`config.mk`:
```
export PLATFORM = sky130hd
export DESIGN_NAME = exu_div_ctrl
export DESIGN_NICKNAME = d
export VERILOG_FILES = /design/src/rtl/exu_div_ctrl.sv
export SDC_FILE = /design/constraint.sdc
export NUM_CORES = 1
export LEC_CHECK = 0
export CORE_AREA = 8 8 178 180
export CTS_BUF_LIST = sky130_fd_sc_hd__clkbuf_4
export CTS_CLUSTER_SIZE = 14
export DETAILED_ROUTE_END_ITERATION = 8
export DIE_AREA = 0 0 186 188
export PLACE_DENSITY = 0.78
export SYNTH_ARGS = -nofsm -noshare
export SYNTH_HDL_FRONTEND = slang
export SYNTH_SLANG_ARGS = --single-unit
```
`constraint.sdc`:
```
create_clock -name clk -period 5.7 [get_ports clk]
set_input_delay 1.14 -clock clk [delete_from_list [all_inputs] [get_ports clk]]
set_output_delay 1.14 -clock clk [all_outputs]
set_load 0.02 [all_outputs]
```
`src/rtl/exu_div_ctrl.sv`:
```
// Sequencer between EXU issue and the iterative divider: resolves divide-by-zero and
// signed overflow locally, otherwise launches exu_div. Optional result cache: DIV_RESULT_CACHE_EN.
module exu_div_ctrl #(
  parameter int unsigned XLEN  = 64,
  parameter int unsigned TAG_W = 5
) (
  input  logic             clk,
  input  logic             rst_n,
  input  logic             flush,
  input  logic             req_valid,
  output logic             req_ready,
  input  logic [1:0]       req_op,
  input  logic             req_w,
  input  logic [TAG_W-1:0] req_tag,
  input  logic [XLEN-1:0]  req_src1,
  input  logic [XLEN-1:0]  req_src2,
  output logic             res_valid,
  input  logic             res_ready,
  output logic [XLEN-1:0]  res_data,
  output logic [TAG_W-1:0] res_tag,
  output logic             busy,
  output logic             div_valid,
  input  logic             div_ready,
  output logic             div_flush,
  output logic             div_w,
  output logic [1:0]       div_signed,
  output logic [XLEN-1:0]  div_dividend,
  output logic [XLEN-1:0]  div_divisor,
  input  logic             div_out_valid,
  input  logic [XLEN-1:0]  div_quotient,
  input  logic [XLEN-1:0]  div_remainder
);

  localparam int unsigned WW = 32;

  typedef enum logic [1:0] {IDLE, LAUNCH, WAIT, DONE} state_t;

  state_t             state;
  logic [1:0]         op_q;
  logic               w_q;
  logic [TAG_W-1:0]   tag_q;
  logic [XLEN-1:0]    src1_q;
  logic [XLEN-1:0]    src2_q;
  logic [XLEN-1:0]    res_data_q;
  logic               res_valid_q;
  logic               div_valid_q;
  logic [1:0]         div_signed_q;

  logic               accept;
  logic               req_signed;
  logic               is_zero;
  logic               is_int_min;
  logic               is_neg1;
  logic               is_ovf;
  logic               fast;
  logic [XLEN-1:0]    fast_q;
  logic [XLEN-1:0]    fast_r;
  logic               cache_hit;
  logic [XLEN-1:0]    cache_q;
  logic [XLEN-1:0]    cache_r;

  // Quotient vs remainder select, with sign extension of the low word for W ops.
  function automatic logic [XLEN-1:0] pick(input logic [1:0] op, input logic w,
                                           input logic [XLEN-1:0] q, input logic [XLEN-1:0] r);
    logic [XLEN-1:0] x;
    x = op[1] ? r : q;
    return w ? {{(XLEN-WW){x[WW-1]}}, x[WW-1:0]} : x;
  endfunction

  assign req_ready  = rst_n & (state == IDLE) & ~flush;
  assign accept     = req_valid & req_ready;
  assign req_signed = ~req_op[0];

  // Special-case detection on the operand width selected by req_w.
  assign is_zero    = req_w ? (req_src2[WW-1:0] == '0) : (req_src2 == '0);
  assign is_int_min = req_w ? (req_src1[WW-1:0] == {1'b1, {(WW-1){1'b0}}})
                            : (req_src1 == {1'b1, {(XLEN-1){1'b0}}});
  assign is_neg1    = req_w ? (&req_src2[WW-1:0]) : (&req_src2);
  assign is_ovf     = req_signed & is_int_min & is_neg1;
  assign fast       = is_zero | is_ovf;

  // Zero wins over overflow; the overflow quotient carries INT_MIN in the active width.
  always_comb begin
    fast_q = '1;
    fast_r = req_src1;
    if (!is_zero) begin
      fast_q = req_w ? {{(XLEN-WW){1'b1}}, 1'b1, {(WW-1){1'b0}}} : {1'b1, {(XLEN-1){1'b0}}};
      fast_r = '0;
    end
  end

`ifdef DIV_RESULT_CACHE_EN
  logic            c_vld;
  logic [XLEN-1:0] c_src1;
  logic [XLEN-1:0] c_src2;
  logic            c_sgn;
  logic            c_w;
  logic [XLEN-1:0] c_q;
  logic [XLEN-1:0] c_r;

  assign cache_hit = c_vld & (c_src1 == req_src1) & (c_src2 == req_src2) &
                     (c_sgn == req_signed) & (c_w == req_w);
  assign cache_q   = c_q;
  assign cache_r   = c_r;

  // Filled only by a divider result that actually completes (flush wins over capture).
  always_ff @(posedge clk or negedge rst_n) begin
    if (!rst_n) begin
      c_vld  <= 1'b0;
      c_src1 <= '0;
      c_src2 <= '0;
      c_sgn  <= 1'b0;
      c_w    <= 1'b0;
      c_q    <= '0;
      c_r    <= '0;
    end else if (!flush && state == WAIT && div_out_valid) begin
      c_vld  <= 1'b1;
      c_src1 <= src1_q;
      c_src2 <= src2_q;
      c_sgn  <= ~op_q[0];
      c_w    <= w_q;
      c_q    <= div_quotient;
      c_r    <= div_remainder;
    end
  end
`else
  assign cache_hit = 1'b0;
  assign cache_q   = '0;
  assign cache_r   = '0;
`endif

  // Control FSM with registered outputs.
  always_ff @(posedge clk or negedge rst_n) begin
    if (!rst_n) begin
      state        <= IDLE;
      op_q         <= '0;
      w_q          <= 1'b0;
      tag_q        <= '0;
      src1_q       <= '0;
      src2_q       <= '0;
      res_data_q   <= '0;
      res_valid_q  <= 1'b0;
      div_valid_q  <= 1'b0;
      div_signed_q <= '0;
    end else if (flush) begin
      state       <= IDLE;
      res_valid_q <= 1'b0;
      div_valid_q <= 1'b0;
    end else begin
      case (state)
        IDLE: begin
          if (accept) begin
            op_q         <= req_op;
            w_q          <= req_w;
            tag_q        <= req_tag;
            src1_q       <= req_src1;
            src2_q       <= req_src2;
            div_signed_q <= req_signed ? 2'b11 : 2'b00;
            if (fast) begin
              res_data_q  <= pick(req_op, req_w, fast_q, fast_r);
              res_valid_q <= 1'b1;
              state       <= DONE;
            end else if (cache_hit) begin
              res_data_q  <= pick(req_op, req_w, cache_q, cache_r);
              res_valid_q <= 1'b1;
              state       <= DONE;
            end else begin
              div_valid_q <= 1'b1;
              state       <= LAUNCH;
            end
          end
        end
        LAUNCH: begin
          if (div_ready) begin
            div_valid_q <= 1'b0;
            state       <= WAIT;
          end
        end
        WAIT: begin
          if (div_out_valid) begin
            res_data_q  <= pick(op_q, w_q, div_quotient, div_remainder);
            res_valid_q <= 1'b1;
            state       <= DONE;
          end
        end
        DONE: begin
          if (res_ready) begin
            res_valid_q <= 1'b0;
            state       <= IDLE;
          end
        end
        default: state <= IDLE;
      endcase
    end
  end

  assign res_valid    = res_valid_q;
  assign res_data     = res_data_q;
  assign res_tag      = tag_q;
  assign busy         = (state != IDLE);
  assign div_valid    = div_valid_q;
  assign div_flush    = flush;
  assign div_w        = w_q;
  assign div_signed   = div_signed_q;
  assign div_dividend = src1_q;
  assign div_divisor  = src2_q;

endmodule

```
==> impl_metrics.csv, run 1 <==
group,metric,value,unit
clock_tree,count_of_instances_resized_after_the_clock_tree_is_built,0,
grt,grt_first_pass_wirelength,62300,um
cells_and_area,final_net_count,1615,
synth,synth_top_flop_cell,"sky130_fd_sc_hd__dfrtp_1",
clock_tree,cts-htree-levels,2,
timing,worstMarginPinSlew,1190,ps
clock_tree,clk_root_buffer_cell,"sky130_fd_sc_hd__clkbuf_4",
worst_setup_path,crit_path_end_kind,"register",
pwr,vdd.ir_drop.worst,0.000342,V
placement,dp_cells,1671,
timing,finalSetupTns,0,ps
timing,finalHoldWorstSlack,451,ps
worst_setup_path,ff2ff_setup_slack,2450,ps
clock_tree,clkTransAtPathRegs,60,ps
routing,wirelength,41700,um
clock_tree,post_cts_buffers,0,
worst_setup_path,cpMaxStageDelayCell,"sky130_fd_sc_hd__a21boi_4",
synth,syn_avg_cell_area,12.3,sq um
cells_and_area,drive_gt1_share,26.1,%
timing,period_share,72.0,%
timing,finalSetupViolCount,0,
worst_setup_path,wp_data_arrival,4640,ps
grt,grt_antenna_before_repair,4,
grt,grt_pass1_vias,10500,
worst_setup_path,critical_path.reg2reg.endpoint,"div_divisor[56]",
worst_setup_path,timing.critical_path.cells,"clkdlybuf4s50_1 -> or4bb_1 -> nor4_1 -> nand4_1 -> nand4b_1 -> a21boi_4 -> buf_4 -> mux2_2",
timing,relSlewSlack,20.7,%
timing,hold_viol_final,0,
synth,synth_cells,845,
synth,asyncSetResetFlopFracSynth,100,%
worst_setup_path,worstSetupPathType,"primary input to register",
placement,dp.final_hpwl,31900,um
routing,number_of_drc_markers_in_iteration_0,491,
grt,globalRoute.totalOverflow,0,
routing,wl_per_cell,23.4,um
job,maxCapViolations,0,
floorplanning,horizontal_extent_of_the_die,186,um
routing,drt_pre_antenna_iters,5,
pwr,switching_fraction,38.9,%
pwr,total_switching_power,3110,uW
clock_tree,clock_tree_buf_depth,3,
worst_setup_path,reg2regPathDepth,6,
synth,synth.yosys.seq_area_share,49.3,%
timing,max_clock_freq,244,MHz
timing,grt_setup_unrepaired,"false",
synth,synth_top_area_share,49.3,%
placement,place.port_buffers,475,
synth,yosysWarnings,0,
pwr,p_seq_share,31.2,%
timing,timing.final.max_slew_violations,0,
routing,postRouteAntennaNets,0,
grt,grt_max_degree,78,
floorplanning,ios,476,
synth,synth.cell_area,0.0104,sq mm
floorplanning,starting_density_of_the_core,35.7,%
timing,post-route-min-period,4100,ps
floorplanning,floorplan.die_area,0.0350,sq mm
clock_tree,ctsHoldBuffers,0,
placement,gp_congestion,0.828,
synth,synth_top_cell_by_area,"sky130_fd_sc_hd__dfrtp_1",
synth,ffs_latches_synth,204,
worst_setup_path,worst-endpoint-required,6230,ps
worst_setup_path,timing.critical_path.fanout_max,15,
worst_setup_path,startpoint_type,"primary input",
routing,detailroute.wirelength.met3,3790,um
routing,ratio_of_routed_vias_to_standard_cells,5.21,
worst_setup_path,critical-path-max-stage-delay,690,ps
pwr,cellPowerDensity,493,mW/mm^2
routing,num_vias,9262,
synth,post_synth_num_cell_types,50,
pwr,internal_power,4890,uW
pwr,comb_power_share,51.7,%
routing,wirelength_met1,15900,um
routing,met2RoutedLength,20700,um
routing,topRoutingLayerUsed,"met5",
synth,syn_nets,1120,
clock_tree,clkSinkCount,204,
synth,synth_top_cells_by_area,"sky130_fd_sc_hd__dfrtp_1 49%, sky130_fd_sc_hd__mux2_2 19%, sky130_fd_sc_hd__o32ai_2 4.7%",
pwr,finalPower,8000,uW
cells_and_area,post_layout_nonfiller_instances,1777,
routing,drc,0,
floorplanning,placeableCoreArea,0.0290,sq mm
pwr,power.static_leakage,0.00656,uW
clock_tree,cts-buffers-inserted,57,
synth,synth-edff-count,0,
min_path,worst_min_delay_path_category,"primary input to asynchronous set/reset pin",
floorplanning,dieHeight,188,um
grt,grt_use_total,23.1,%
pwr,share_clk_of_total_power,17.0,%
clock_tree,worstSkewPairLatency,660,ps
worst_setup_path,worst_r2r_startpoint,"state[0]",
synth,synth_most_common_cell,"sky130_fd_sc_hd__dfrtp_1",
clock_tree,tritoncts,"built",
timing,timing.clock.skew,19.4,ps
outcome,outcome,"completed",
synth,synth.cells.most_frequent,"204 x sky130_fd_sc_hd__dfrtp_1, 173 x sky130_fd_sc_hd__mux2_2, 65 x sky130_fd_sc_hd__o21ai_0",
cells_and_area,syn_to_final_growth,56.7,%
floorplanning,rows,63,
[power by group through the flow]
stage	Clock (uW)	Combinational (uW)	Sequential (uW)
after floorplan	0	1340	3240
after global placement	0	4120	2480
after detailed placement	0	4170	2510
after CTS	1410	4190	2500
after global routing	1490	4360	2580
final	1360	4140	2500
[area by class of cell]
type	count	area [sq um]
clock inverters	11	43.8
fillers	2463	12800
diodes	2	5.00
inverters	40	150
clock buffers	93	698
well taps	390	488
repair buffers	497	4950
multi-input cells	540	4790
flip-flops and latches	204	5110
[flip-flops by register name, summed over array words and instances, names as in the netlist]
| name | flops |
|---|---|
| div_dividend | 64 |
| div_divisor | 64 |
| div_signed | 1 |
| div_valid | 1 |
| div_w | 1 |
| op_q | 1 |
| res_data | 64 |
| res_tag | 5 |
| res_valid | 1 |
| state | 2 |
[worst max path at each step]
stage                             from      endpoint  slack, ps  cells past startpoint
after floorplan           req_src1[30]  res_data[26]       2460                      8
after global placement    req_src2[22]   res_data[4]        970                      8
after detailed placement  req_src2[22]   res_data[2]        930                      8
after CTS                 req_src2[22]   res_data[3]       1660                      8
after global routing      req_src2[22]   res_data[3]       1480                      8
final                     req_src2[22]   res_data[3]       1600                      8
[metal layers]
| layer | vias up | track usage (%) |
|---|---|---|
| li1 | 4162 | - |
| met1 | 4594 | 26.2 |
| met2 | 422 | 39.5 |
| met3 | 80 | 7.72 |
| met4 | 4 | 8.67 |
| met5 | - | 0 |
[per-stage QoR]
stage	area, sq um	setup slack (ps)	util, %
2_1_floorplan	10400	2460	-
3_3_place_gp	15500	973	53.4
3_5_place_dp	15500	926	53.4
4_1_cts	16200	1660	55.9
5_1_grt	16200	1480	56.0
6_report	16200	1600	56.0
[kinds of logic after synthesis]
| kind of cell | Yosys count | synth area share [%] |
|---|---|---|
| buffers and inverters | 101 | 4.80 |
| AO/OA/AOI/OAI | 151 | 12.0 |
| multiplexers | 231 | 25.7 |
| adder cells (fa/ha/maj) | 4 | 0.483 |
| flip-flops | 204 | 49.3 |
| AND/OR/NAND/NOR | 154 | 7.80 |
[layout by cell type (no fill, tap or decap), types with 9 or more instances in the layout]
cell and instances:
sky130_fd_sc_hd__clkdlybuf4s50_1 474, sky130_fd_sc_hd__dfrtp_1 203, sky130_fd_sc_hd__mux2_2 173, sky130_fd_sc_hd__clkbuf_4 93
sky130_fd_sc_hd__o21ai_0 65, sky130_fd_sc_hd__nand2_1 45, sky130_fd_sc_hd__inv_1 39, sky130_fd_sc_hd__nor2_1 38
sky130_fd_sc_hd__mux2i_1 32, sky130_fd_sc_hd__o211ai_1 32, sky130_fd_sc_hd__nor4_1 31, sky130_fd_sc_hd__o32ai_2 30
sky130_fd_sc_hd__mux2_4 26, sky130_fd_sc_hd__buf_4 20, sky130_fd_sc_hd__nand4_1 18, sky130_fd_sc_hd__clkinv_1 9
[worst max-delay path: cells and delay by family]
family                 cells  cell delay [ps]
AOI/OAI and AO/OA          1              690
muxes                      1              340
and+or+nand+nor            4             1610
buffers and inverters      2              830
Note: power is estimated with default switching activity, not from simulation.
==> run 2, diff against run 1 <==
==> config.mk (replaced) <==
export PLATFORM = sky130hd
export DESIGN_NAME = exu_div_ctrl
export DESIGN_NICKNAME = d
export VERILOG_FILES = /design/src/rtl/exu_div_ctrl.sv
export SDC_FILE = /design/constraint.sdc
export NUM_CORES = 1
export LEC_CHECK = 0
export CORE_AREA = 8 8 177 179
export CTS_BUF_LIST = sky130_fd_sc_hd__clkbuf_4
export CTS_CLUSTER_SIZE = 14
export DETAILED_ROUTE_END_ITERATION = 8
export DIE_AREA = 0 0 185 187
export PLACE_DENSITY = 0.82
export SYNTH_ARGS = -nofsm -noshare
export SYNTH_HDL_FRONTEND = slang
export SYNTH_SLANG_ARGS = --single-unit
==> constraint.sdc (replaced) <==
create_clock -name clk -period 3.65 [get_ports clk]
set_input_delay 0.73 -clock clk [delete_from_list [all_inputs] [get_ports clk]]
set_output_delay 0.73 -clock clk [all_outputs]
set_load 0.02 [all_outputs]
==> run 2 against run 1 <==
Sequential cell count did not move. Wire length fell by 1.0%. Cell area increased by 1.1%. Highest routed layer unchanged.
==> impl_metrics.csv, run 2 (synthesis gave the netlist of run 1 again) <==
group,metric,value,unit
cells_and_area,most_used_cells_in_the_layout_excluding_fill_and_tap_cells,"474 x sky130_fd_sc_hd__clkdlybuf4s50_1, 203 x sky130_fd_sc_hd__dfrtp_1, 173 x sky130_fd_sc_hd__mux2_2, 84 x sky130_fd_sc_hd__clkbuf_4, 65 x sky130_fd_sc_hd__o21ai_0",
timing,post-route-min-period,3180,ps
pwr,power.static_leakage,0.00666,uW
job,maxCapViolations,0,
cells_and_area,post_layout_nonfiller_instances,1791,
cells_and_area,syn_to_final_growth,58.5,%
routing,postRouteAntennaNets,0,
timing,period_share,87.1,%
min_path,worstHoldPathCells,1,
timing,timing.final.max_slew_violations,0,
pwr,vdd.ir_drop.worst,0.000436,V
timing,hold_viol_final,0,
worst_setup_path,timing.critical_path.fanout_max,30,
cells_and_area,final_design_area_no_fill,0.0164,sq mm
worst_setup_path,worst-endpoint-required,2920,ps
min_path,worstHoldEndpoint,"div_divisor[34]",
worst_setup_path,reg2regPathDepth,8,
routing,wl_per_cell,23.0,um
routing,wirelength,41200,um
cells_and_area,final_net_count,1641,
clock_tree,cts-buffers-inserted,57,
grt,grt_pass1_vias,10200,
worst_setup_path,crit_family,"buffers and inverters",
routing,num_vias,9305,
placement,place_ws,-190,ps
placement,gp_congestion,0.867,
floorplanning,ios,476,
floorplanning,rows,62,
grt,grt_first_pass_wirelength,61900,um
outcome,outcome,"completed",
placement,dp.final_hpwl,31600,um
grt,grt_max_degree,141,
timing,grt_setup_unrepaired,"false",
worst_setup_path,cpMaxStageDelayCell,"sky130_fd_sc_hd__clkdlybuf4s50_1",
timing,max_clock_freq,314,MHz
worst_setup_path,worst_r2r_startpoint,"state[0]",
pwr,cellPowerDensity,760,mW/mm^2
worst_setup_path,critical_path.reg2reg.endpoint,"res_data[39]",
clock_tree,worstSkewPairLatency,660,ps
routing,drt_pre_antenna_iters,5,
placement,place.port_buffers,475,
worst_setup_path,startpoint_type,"primary input",
grt,grt_use_total,23.1,%
grt,grt_antenna_before_repair,3,
floorplanning,floorplan.die_area,0.0346,sq mm
clock_tree,clk_root_buffer_cell,"sky130_fd_sc_hd__clkbuf_4",
floorplanning,placeableCoreArea,0.0284,sq mm
worst_setup_path,critical-path-max-stage-delay,640,ps
clock_tree,tritoncts,"built",
cells_and_area,num-fill-cells,2399,
clock_tree,clkTransAtPathRegs,60,ps
worst_setup_path,wp_data_arrival,2450,ps
timing,finalSetupViolCount,0,
timing,timing.clock.skew,20.1,ps
worst_setup_path,crit_path_end_kind,"primary output",
worst_setup_path,timing.critical_path.cells,"dlygate4sd3_1 -> clkbuf_8 -> nand2_1 -> nor2_1 -> clkdlybuf4s50_1",
timing,worstMarginPinSlew,985,ps
routing,number_of_drc_markers_in_iteration_0,488,
placement,dp_cells,1690,
timing,finalSetupTns,0,ps
placement,placed_cell_area,0.0157,sq mm
cells_and_area,layout_commonest_cell,"sky130_fd_sc_hd__clkdlybuf4s50_1",
clock_tree,clock_tree_buf_depth,3,
clock_tree,post_cts_buffers,0,
grt,globalRoute.totalOverflow,0,
floorplanning,horizontal_extent_of_the_die,185,um
timing,relSlewSlack,34.3,%
clock_tree,clkSinkCount,204,
timing,setup_slack,469,ps
min_path,min-delay-start,"div_divisor[34]",
cells_and_area,drive_gt1_share,26.8,%
routing,drc,0,
worst_setup_path,combined_buffer_and_inverter_count_along_the_critical_path,3,
clock_tree,cts-htree-levels,2,
min_path,worst_min_delay_path_category,"register to register",
worst_setup_path,ff2ff_setup_slack,930,ps
routing,ratio_of_routed_vias_to_standard_cells,5.20,
floorplanning,dieHeight,187,um
floorplanning,starting_density_of_the_core,36.5,%
worst_setup_path,worstSetupPathType,"primary input to primary output",
==> run 2: cell types whose count changed in the layout (fill, tap and decap cells not counted) <==
cell                            previous run  this run
sky130_fd_sc_hd__buf_12                    2         6
sky130_fd_sc_hd__inv_2                     1         0
sky130_fd_sc_hd__clkbuf_4                 93        84
sky130_fd_sc_hd__clkinv_2                  2         1
sky130_fd_sc_hd__clkinv_1                  9        14
sky130_fd_sc_hd__dlygate4sd3_1             0         1
sky130_fd_sc_hd__buf_4                    20        41
==> run 2: metrics by stage <==
stage               total power, uW  hold slack (ps)  util [%]
CTS                           12600              506      57.8
floorplan                      7160              434         -
global route                  13100              516      57.8
finish                        12500              502      57.8
detailed placement            10500              491      55.4
global placement              10400              486      55.4
==> run 2: worst max path at each step <==
| stage | cells after the start | endpoint | slack (ps) | from |
|---|---|---|---|---|
| floorplan | 8 | res_data[26] | 820 | req_src1[30] |
| global placement | 11 | res_data[60] | -180 | req_src1[49] |
| detailed placement | 10 | res_data[61] | -190 | req_src2[22] |
| CTS | 5 | req_ready | 400 | rst_n |
| global route | 5 | req_ready | 380 | rst_n |
| finish | 5 | req_ready | 470 | rst_n |
==> run 2: routing by layer <==
metal | vias to the layer above | GRT usage, % | wire length [um]
li1 | 4202 | - | -
met1 | 4568 | 26.9 | 15800
met2 | 436 | 38.5 | 20000
met3 | 97 | 7.54 | 3750
met4 | 2 | 9.30 | 1580
met5 | - | 0 | 12
==> run 2: cell type report <==
cell class / instances / area [sq um] / area share (%)
Sequential cell: 204 / 5110 / 31.1
Timing Repair Buffer: 523 / 5200 / 31.7
Tap cell: 384 / 480 / 2.93
Clock buffer: 84 / 631 / 3.84
Clock inverter: 14 / 53.8 / 0.328
Inverter: 40 / 150 / 0.915
Antenna cell: 2 / 5.00 / 0.0305
Multi-Input combinational cell: 540 / 4790 / 29.2
==> run 2: power by group <==
group	switching (uW)	internal, uW
clock network	985	1040
registers	551	3280
logic	3330	3280
total	4870	7610
==> run 2: what timing repair did <==
action,in CTS,in global routing
resized for setup,0,0
hold buffers,1,0
endpoints found under the hold margin,27,0
==> run 3, diff against run 2 <==
--- a/config.mk
+++ b/config.mk
@@ -11,6 +11,7 @@
 export DETAILED_ROUTE_END_ITERATION = 8
 export DIE_AREA = 0 0 185 187
 export PLACE_DENSITY = 0.82
+export RECOVER_POWER = 25
 export SYNTH_ARGS = -nofsm -noshare
 export SYNTH_HDL_FRONTEND = slang
 export SYNTH_SLANG_ARGS = --single-unit
==> run 3 against run 2 <==
Combinational power is essentially flat. Sequential cell count is the same. Total power shrank 0.26%. Die area is the same. Highest routed layer unchanged.
==> impl_metrics.csv, run 3 (synthesis gave the netlist of run 1 again) <==
group,metric,value,unit
pwr,finalPower,12400,uW
cells_and_area,layout_commonest_cell,"sky130_fd_sc_hd__clkdlybuf4s50_1",
timing,relSlewSlack,7.66,%
routing,topRoutingLayerUsed,"met5",
routing,met2RoutedLength,20000,um
routing,detailroute.wirelength.met3,3800,um
timing,worstMarginPinSlew,1390,ps
worst_setup_path,combined_buffer_and_inverter_count_along_the_critical_path,3,
clock_tree,clkSinkCount,204,
routing,wirelength,41300,um
clock_tree,ctsHoldBuffers,1,
floorplanning,dieHeight,187,um
pwr,vdd.ir_drop.worst,0.000434,V
pwr,cellPowerDensity,758,mW/mm^2
placement,gp_congestion,0.867,
timing,timing.final.max_slew_violations,0,
worst_setup_path,worst-endpoint-required,2920,ps
worst_setup_path,timing.critical_path.cells,"dlygate4sd3_1 -> clkbuf_8 -> nand2_1 -> nor2_1 -> clkdlybuf4s50_1",
floorplanning,ios,476,
routing,wl_per_cell,23.0,um
clock_tree,tritoncts,"built",
worst_setup_path,wp_data_arrival,2450,ps
cells_and_area,num-fill-cells,2400,
worst_setup_path,cpMaxStageDelayCell,"sky130_fd_sc_hd__clkdlybuf4s50_1",
timing,grt_setup_unrepaired,"false",
floorplanning,placeableCoreArea,0.0284,sq mm
routing,drc,0,
cells_and_area,syn_to_final_growth,58.5,%
clock_tree,cts-buffers-inserted,57,
worst_setup_path,timing.critical_path.fanout_max,30,
job,maxCapViolations,0,
routing,ratio_of_routed_vias_to_standard_cells,5.20,
grt,globalRoute.totalOverflow,0,
routing,wirelength_met1,15800,um
cells_and_area,drive_gt1_share,26.8,%
clock_tree,post_cts_buffers,0,
floorplanning,rows,62,
clock_tree,cts-htree-levels,2,
clock_tree,clock_tree_buf_depth,3,
floorplanning,starting_density_of_the_core,36.5,%
timing,max_clock_freq,314,MHz
clock_tree,worstSkewPairLatency,650,ps
clock_tree,clk_root_buffer_cell,"sky130_fd_sc_hd__clkbuf_4",
min_path,worst_min_delay_path_category,"register to register",
timing,finalSetupViolCount,0,
worst_setup_path,worstSetupPathType,"primary input to primary output",
routing,num_vias,9308,
grt,grt_pass1_vias,10200,
worst_setup_path,crit_path_end_kind,"primary output",
clock_tree,count_of_instances_resized_after_the_clock_tree_is_built,0,
worst_setup_path,startpoint_type,"primary input",
timing,period_share,87.1,%
routing,postRouteAntennaNets,0,
grt,grt_use_total,23.1,%
timing,post-route-min-period,3180,ps
clock_tree,clkTransAtPathRegs,60,ps
placement,dp.final_hpwl,31600,um
pwr,power.static_leakage,0.00667,uW
grt,grt_antenna_before_repair,3,
timing,timing.clock.skew,20.1,ps
worst_setup_path,critical-path-max-stage-delay,640,ps
timing,finalSetupTns,0,ps
timing,hold_viol_final,0,
timing,finalHoldWorstSlack,499,ps
routing,drt_pre_antenna_iters,6,
cells_and_area,most_used_cells_in_the_layout_excluding_fill_and_tap_cells,"459 x sky130_fd_sc_hd__clkdlybuf4s50_1, 203 x sky130_fd_sc_hd__dfrtp_1, 173 x sky130_fd_sc_hd__mux2_2, 84 x sky130_fd_sc_hd__clkbuf_4, 65 x sky130_fd_sc_hd__o21ai_0",
floorplanning,floorplan.die_area,0.0346,sq mm
grt,grt_max_degree,141,
placement,place.port_buffers,475,
grt,grt_first_pass_wirelength,61900,um
routing,number_of_drc_markers_in_iteration_0,489,
floorplanning,horizontal_extent_of_the_die,185,um
outcome,outcome,"completed",
worst_setup_path,crit_family,"buffers and inverters",
cells_and_area,final_net_count,1641,
## run 3: changes by cell type in the layout (fill, tap and decap cells not counted)
cell                              before  now
sky130_fd_sc_hd__buf_4                41   40
sky130_fd_sc_hd__clkbuf_2              0    1
sky130_fd_sc_hd__clkdlybuf4s50_1     474  459
sky130_fd_sc_hd__dlygate4sd3_1         1   16
## run 3: worst paths after layout
| kind | from | end | slack, ps | cells past startpoint |
|---|---|---|---|---|
| min reg2reg | div_dividend[49] | div_dividend[49] | 500 | 1 |
| min | div_dividend[49] | div_dividend[49] | 500 | 1 |
| min in group asynchronous | rst_n | state[1] | 560 | 2 |
| max in group asynchronous | rst_n | div_dividend[18] | 710 | 4 |
| max | rst_n | req_ready | 470 | 5 |
| max reg2reg | state[0] | res_data[39] | 930 | 8 |
## run 3: worst reg2reg max path, stage by stage, from the launching register on
cell,delay [ps]
sky130_fd_sc_hd__dfrtp_1,410
sky130_fd_sc_hd__inv_1,120
sky130_fd_sc_hd__ha_1,360
sky130_fd_sc_hd__nand4b_1,240
sky130_fd_sc_hd__a22o_1,270
sky130_fd_sc_hd__nor3_2,240
sky130_fd_sc_hd__buf_4,400
sky130_fd_sc_hd__o211ai_1,310
sky130_fd_sc_hd__o32ai_2,270
## run 3: routing by layer
layer  up-vias  global-route usage (%)
li1       4205                       -
met1      4561                    26.9
met2       441                    38.5
met3        99                    7.54
met4         2                    9.30
met5         -                       0
## run 3: power by group
| group | leakage (uW) | switching, uW | internal, uW |
|---|---|---|---|
| registers | 0.00251 | 548 | 3280 |
| clock network | 0.000411 | 985 | 1040 |
| logic | 0.00375 | 3330 | 3250 |
## run 3: final cells by class
| class | count | area [sq um] | share of cell area [%] |
|---|---|---|---|
| antenna | 2 | 5.00 | 0.0305 |
| clock buffer | 84 | 631 | 3.84 |
| clock inverter | 14 | 53.8 | 0.328 |
| inverter | 40 | 150 | 0.915 |
| multi-input combinational | 540 | 4790 | 29.2 |
| sequential | 204 | 5110 | 31.1 |
| tap | 384 | 480 | 2.93 |
| timing repair buffer | 523 | 5190 | 31.6 |
## run 3: stage by stage
step / cell area, sq um / setup WS (ps) / utilization, % / cells
after CTS: 16400 / 401 / 57.8 / 1789
after global routing: 16400 / 301 / 57.8 / 1791
after detailed placement: 15700 / -190 / 55.4 / 1690
after floorplan: 10400 / 823 / - / 845
final: 16400 / 470 / 57.8 / 1791
after global placement: 15700 / -175 / 55.4 / 1690
